<file path="config.mk">
export PLATFORM = sky130hd
export DESIGN_NAME = param_fifo
export DESIGN_NICKNAME = d
export VERILOG_FILES = /design/src/rtl/fifo_pkg.sv /design/src/rtl/fifo_mem.sv /design/src/rtl/param_fifo.sv
export SDC_FILE = /design/constraint.sdc
export NUM_CORES = 1
export LEC_CHECK = 0
export BUFFER_PORTS_ARGS = -buffer_cell sky130_fd_sc_hd__buf_2
export CORE_UTILIZATION = 55
export DETAILED_ROUTE_END_ITERATION = 12
export GPL_TIMING_DRIVEN = 1
export PLACE_DENSITY_LB_ADDON = 0.25
export SYNTH_ARGS = -nofsm -noshare
export SYNTH_HDL_FRONTEND = slang
export SYNTH_SLANG_ARGS = --single-unit
export TNS_END_PERCENT = 30
</file>
<file path="constraint.sdc">
create_clock -name clk -period 7.23 [get_ports clk]
set_input_delay 1.446 -clock clk [delete_from_list [all_inputs] [get_ports clk]]
set_output_delay 1.446 -clock clk [all_outputs]
set_load 0.01 [all_outputs]
</file>
<file path="src/rtl/fifo_pkg.sv">
// Shared defaults and pointer sizing for the parameterised FIFO.
package fifo_pkg;

  localparam int DEF_DATA_W = 8;
  localparam int DEF_DEPTH  = 8;

  // Address bits needed to index a power-of-two number of entries.
  function automatic int ptr_w(input int depth);
    return $clog2(depth);
  endfunction

endpackage

</file>
<file path="src/rtl/fifo_mem.sv">
// FIFO storage: register array, one synchronous write port, one asynchronous read port.
module fifo_mem #(
  parameter int DATA_W = 8,
  parameter int DEPTH  = 8,
  parameter int AW     = 3
) (
  input  logic              clk,
  input  logic              we,
  input  logic [AW-1:0]     waddr,
  input  logic [DATA_W-1:0] wdata,
  input  logic [AW-1:0]     raddr,
  output logic [DATA_W-1:0] rdata
);

  logic [DATA_W-1:0] mem [DEPTH];

  // Contents are data only and are never reset; pointers define validity.
  always_ff @(posedge clk) begin
    if (we) mem[waddr] <= wdata;
  end

  assign rdata = mem[raddr];

endmodule

</file>
<file path="src/rtl/param_fifo.sv">
// Synchronous first-word fall-through FIFO with sticky overflow/underflow flags.
// Define FIFO_OVERWRITE_EN to make a push while full replace the oldest entry.
module param_fifo
  import fifo_pkg::*;
#(
  parameter int DATA_W = DEF_DATA_W,
  parameter int DEPTH  = DEF_DEPTH,
  parameter int AF_LVL = DEPTH - 1,
  parameter int AE_LVL = 1
) (
  input  logic                   clk,
  input  logic                   n_rst,
  input  logic                   wEnable,
  input  logic [DATA_W-1:0]      wData,
  input  logic                   rEnable,
  input  logic                   clrErr,
  output logic [DATA_W-1:0]      rData,
  output logic                   fifoEmpty,
  output logic                   fifoFull,
  output logic                   almostEmpty,
  output logic                   almostFull,
  output logic [$clog2(DEPTH):0] count,
  output logic                   overflow,
  output logic                   underflow
);

  localparam int AW = ptr_w(DEPTH);
  localparam int CW = AW + 1;

`ifdef FIFO_OVERWRITE_EN
  localparam bit OVERWRITE = 1'b1;
`else
  localparam bit OVERWRITE = 1'b0;
`endif

  logic [CW-1:0]     wr_ptr, rd_ptr;
  logic [DATA_W-1:0] head;
  logic              do_pop, do_push, adv_rd;
  logic              ovf_set, unf_set;

  // Extra pointer MSB makes the difference span 0..DEPTH, separating full from empty.
  assign count       = wr_ptr - rd_ptr;
  assign fifoEmpty   = (count == '0);
  assign fifoFull    = (count == CW'(DEPTH));
  assign almostEmpty = (count <= CW'(AE_LVL));
  assign almostFull  = (count >= CW'(AF_LVL));
  assign rData       = fifoEmpty ? '0 : head;

  assign do_pop  = rEnable && !fifoEmpty;
  assign do_push = wEnable && (!fifoFull || do_pop || OVERWRITE);
  // When overwriting, the oldest slot is the write slot, so the read side steps past it.
  assign adv_rd  = do_pop || (OVERWRITE && wEnable && fifoFull && !rEnable);
  assign ovf_set = wEnable && fifoFull && !rEnable;
  assign unf_set = rEnable && fifoEmpty;

  always_ff @(posedge clk or negedge n_rst) begin
    if (!n_rst) begin
      wr_ptr    <= '0;
      rd_ptr    <= '0;
      overflow  <= 1'b0;
      underflow <= 1'b0;
    end else begin
      if (do_push) wr_ptr <= wr_ptr + 1'b1;
      if (adv_rd)  rd_ptr <= rd_ptr + 1'b1;
      // A fresh error in the clearing cycle wins over the clear.
      overflow  <= (overflow  && !clrErr) || ovf_set;
      underflow <= (underflow && !clrErr) || unf_set;
    end
  end

  fifo_mem #(
    .DATA_W (DATA_W),
    .DEPTH  (DEPTH),
    .AW     (AW)
  ) u_mem (
    .clk   (clk),
    .we    (do_push),
    .waddr (wr_ptr[AW-1:0]),
    .wdata (wData),
    .raddr (rd_ptr[AW-1:0]),
    .rdata (head)
  );

endmodule

</file>
# Word level (Yosys, flattened, before mapping)
# Memory sizes are Yosys's and may differ from the RTL's.
# Index checks and enable logic that the tools add are counted.
# totals
regBits	10
ram_bits	64
inputBits	13
out_inout_bits	18
wordCells	29
mem_count	1
# mem_list
name	words	width	rd	rd_clocked_by_memory_dff	wr	line	text
u_mem.mem	8	8	1	0	1	fifo_mem.sv:15	logic [DATA_W-1:0] mem [DEPTH];
# classes
add_sub_neg	3
magnitude_cmp	2
eq_ne	1
muxes	3
reduce_logical	15
# op_table
cell	count
4-bit by 1-bit adder with 4-bit output (second input constant)	2
8-bit two-way mux	1
1-bit logical AND	7
4-bit equality test (second input constant)	1
4-bit by 3-bit greater-or-equal comparator with 1-bit output (second input constant)	1
4-bit by 1-bit less-or-equal comparator with 1-bit output (second input constant)	1
1-bit logical NOT	4
4-bit logical NOT	1
4-bit subtractor	1
1-bit logical OR	3
1-bit two-way mux	2

# Depth between registers and ports, before layout
# depth
word_depth	8
mapped_depth	9

# Modules after synthesis
# From an unflattened synthesis, not the netlist that was laid out.
# unflattened
hier_cells	194
area_unflattened_um2	3375.7
# by_module_without_submodules
module	instances	cells_each	area_per_inst_um2	seq_area_each_um2
fifo_mem	1	106	2531.2	1921.8
param_fifo	1	88	844.6	250.2

# Worst setup path after synthesis
# Ideal clock, no wire load.
# synth_timing
path_type	reg-to-output
start	reg rd_ptr[1]
end	out rData[0]
arrival_ns	2.354
path_slack_ns	3.430
stages_incl_launch_ff	10
path_buffers	3
path_cell_list	dfrtp_1 buf_2 buf_1 inv_1 ha_1 and3b_1 or3_4 a21oi_2 buf_2 a21oi_1
# synth_via
elab_chain_cells	3
# synth_rtl
item	line	text
from (decl)	param_fifo.sv:36	logic [CW-1:0] wr_ptr, rd_ptr;
from (signal assigned)	param_fifo.sv:64	if (adv_rd) rd_ptr <= rd_ptr + 1'b1;
4-bit subtractor	param_fifo.sv:42	assign count = wr_ptr - rd_ptr;
4-bit logical NOT	param_fifo.sv:43	assign fifoEmpty = (count == '0);
via fifoEmpty	param_fifo.sv:18	output logic fifoEmpty,
8-bit two-way mux	param_fifo.sv:47	assign rData = fifoEmpty ? '0 : head;
to (decl)	param_fifo.sv:17	output logic [DATA_W-1:0] rData,
# The timed path passes the listed nets, and every way through them passes these cells.

# Worst setup path in the final report
# layout_timing
start	reg rd_ptr[1]
end	out rData[0]
# layout_via
elab_chain_cells	3
# layout_rtl
item	line
4-bit subtractor	param_fifo.sv:42
4-bit logical NOT	param_fifo.sv:43
8-bit two-way mux (*)	param_fifo.sv:47
# Mark *: on every way between the ends. The rest lies on a longest branch, timed or not.

==> flow_summary.yaml <==
outcome:
  outcome: "complete, no violations"
clock_network:
  clock-root-buffer: "clkbuf_8"
  cts_hold_buf: 0
  clk_path_buf_depth: 2
  cts.htree.levels: 3
  post_cts_buffers: 0
  clkLatencyLatePin_ps: 350
  cts_buffers: 9
  clock-sinks: 74
  clk_pin_slew_ps: 70
  cts_resized: 0
  cts_tree: "done"
worst_setup_path:
  crit_path_end_kind: "output pin"
  critPathMaxStageDelay_ps: 970
  path_max_fanout: 21
  crit_chain: "inv_1 > ha_1 > and3b_1 > or3_4 > a21oi_2 > a21oi_1 > buf_2"
  crit_required_ps: 5780
  crit_type: "reg2out"
  startpoint_type: "flop"
  cp.arrival_ps: 3180
  critPathSlowestCell: "dfrtp_1"
place:
  io_buffers: 30
  dp_hpwl_mm: 4.02
  post-place-ws_ps: 3000
  gp_congestion: 0.864
logic_synthesis:
  yosysTopAreaCell: "edfxtp_1"
  ys_types: 34
  syn_nets: 201
  syn_area_mm2: 0.00310
  yosys_warnings: 0
  ys_seq_area_share_pct: 70.1
  ys_ff_latch: 74
  netlist_instances: 182
  yosys-top-cells-area: "edfxtp_1, mux4_2, dfrtp_1, nand2_1, ha_1"
  avgSynthCellArea_um2: 17.0
  synth_top_cell_area_share_pct: 62.1
global_routing:
  grt_pass1_vias: 1809
  overflow: 0
  grt_pass1_wl_mm: 9.69
  grtUsageTotal_pct: 23.1
  grt_antenna_before_repair: 0
  grt_max_degree: 22
pwr:
  power_mw: 1.72
  pwr-share-clk_pct: 22.2
  p_comb_share_pct: 41.6
  p_per_area_mw_per_mm2: 480
  swShare_pct: 37.2
  p_int_mw: 1.08
  power.share.sequential_pct: 36.3
  ir_worst_vdd_mv: 0.339
  p_leak_nw: 1.32
  power.switching_mw: 0.639
finish:
  drive_above_1_share_pct: 32.1
  fin_nets: 238
  antennaDiodeCount: 0
  area_growth_pct: 15.6
drt:
  first_iter_violations: 242
  wl_mm: 6.01
  detail_route.wl_per_cell_um: 20.4
  drtAntennaViolNets: 0
  drtPass1Iterations: 4
  viasPerCell: 5.91
  via_count: 1737
  drc: 0
timing:
  finalSetupTns_ps: 0
  max_slew_margin_pct: 34.4
  finalCritPeriodShare_pct: 64.0
  fin_ws_ps: 2600
  hold_viol_final: 0
  setup_viol: 0
  skew_ps: 8.08
  maxSlewViolCount: 0
  rsz0062_at_grt: "false"
  worst_slew_pin_slew_ps: 976
  max_clock_freq_mhz: 216
  fin_crit_ps: 4630
min_path:
  hp-class: "reg2reg"
die:
  rows: 26
  core-area_mm2: 0.00527
  die_w_um: 77.0
  fp.dieH_um: 77.0
  die-area_mm2: 0.00593
  start_util_pct: 58.8
  ioPinCount: 31
flow_run:
  max_cap_violations: 0
[per-layer routing]
layer | wire [um] | GRT usage, % | up-vias
met4 | 133 | 11.5 | 0
li1 | - | - | 764
met1 | 2480 | 31.0 | 869
met5 | 0 | 0 | -
met2 | 2890 | 34.6 | 91
met3 | 502 | 6.79 | 13
[worst max-delay path: cells and delay by family (launching register included)]
kind            cells  cell delay [ps]
flops               1              970
simple gates        2              630
compound gates      2              630
buf+inv             2              290
fa+ha+maj           1              320
[cell usage in the layout, fill, tap and decap left out]
master,count
a21o_1,1
a21oi_1,8
a21oi_2,1
a22o_1,1
a31oi_4,1
a32o_1,1
and3b_1,1
buf_2,30
buf_4,3
bufinv_16,3
clkbuf_1,1
clkbuf_8,9
clkinv_1,1
clkinv_4,2
clkinvlp_4,1
dfrtp_1,10
edfxtp_1,64
fa_1,1
ha_1,5
inv_1,11
mux2_1,1
mux4_2,16
nand2_1,23
nand2b_1,1
nand3_1,2
nand3b_1,1
nand4_1,1
nor2_1,3
nor3_1,3
nor3_2,3
nor4_1,1
nor4_2,1
o21ai_0,1
o21ai_2,1
o31ai_1,2
or3_4,1
xnor2_1,6
xor2_1,2
[path summary, 6_finish.rpt]
check,startpoint,end,slack [ps],cells past startpoint
worst min-delay path,overflow,overflow,490,1
worst max-delay path,rd_ptr[1],rData[0],2600,7
min in group asynchronous,n_rst,wr_ptr[0],950,1
max in group asynchronous,n_rst,rd_ptr[2],6070,1
worst min register to register,overflow,overflow,490,1
worst max register to register,rd_ptr[1],u_mem.mem[2][2],3460,8
[power groups by stage]
stage | clock network, mW | logic, mW | registers, mW
after floorplan | 0 | 0.512 | 0.588
after global placement | 0 | 0.692 | 0.625
after detailed placement | 0 | 0.712 | 0.633
after CTS | 0.385 | 0.717 | 0.624
after global routing | 0.404 | 0.778 | 0.633
final | 0.381 | 0.715 | 0.624
[cells in the mapped netlist (all sizes together)]
cell type,n
a21o,1
a21oi,9
a22o,1
a31oi,1
a32o,1
and3b,1
buf,5
clkbuf,2
clkinv,1
dfrtp,10
edfxtp,64
fa,1
ha,5
inv,11
mux2,1
mux4,16
nand2,23
nand2b,1
nand3,2
nand3b,1
nand4,1
nor2,3
nor3,6
nor4,2
o21ai,2
o31ai,2
or3,1
xnor2,6
xor2,2
[state kept, by name, summed over array words and instances, names as in the netlist]
| register | count |
|---|---|
| u_mem.mem | 64 |
| rd_ptr | 4 |
| wr_ptr | 4 |
| overflow | 1 |
| underflow | 1 |
[through the flow]
step	instance area, um2	utilization, %	hold WS [ps]	std cells
CTS	3580	67.9	505	294
floorplan	3100	-	462	182
detailed placement	3340	63.3	488	278
global placement	3340	63.3	470	278
finish	3580	67.9	494	294
global route	3580	67.9	516	294
[cell type report]
cell class	instances	area [um2]
repair buffers	33	173
clock inverters	6	115
clock buffers	10	128
multi-input cells	89	861
flip-flops and latches	74	2170
fillers	373	1690
well taps	70	87.6
inverters	12	45.0
[logic make-up (layout without fill, tap and decap cells)]
| family | count (synthesis) | after routing | share of synthesized area [%] |
|---|---|---|---|
| XOR/XNOR | 8 | 8 | 2.26 |
| AO/OA/AOI/OAI | 17 | 17 | 4.04 |
| buffers and inverters | 19 | 61 | 2.55 |
| adder cells (fa/ha/maj) | 6 | 6 | 2.67 |
| flip-flops | 74 | 74 | 70.1 |
| multiplexers | 17 | 17 | 12.0 |
| AND/OR/NAND/NOR | 41 | 41 | 6.34 |
(Power assumes the default switching activity.)
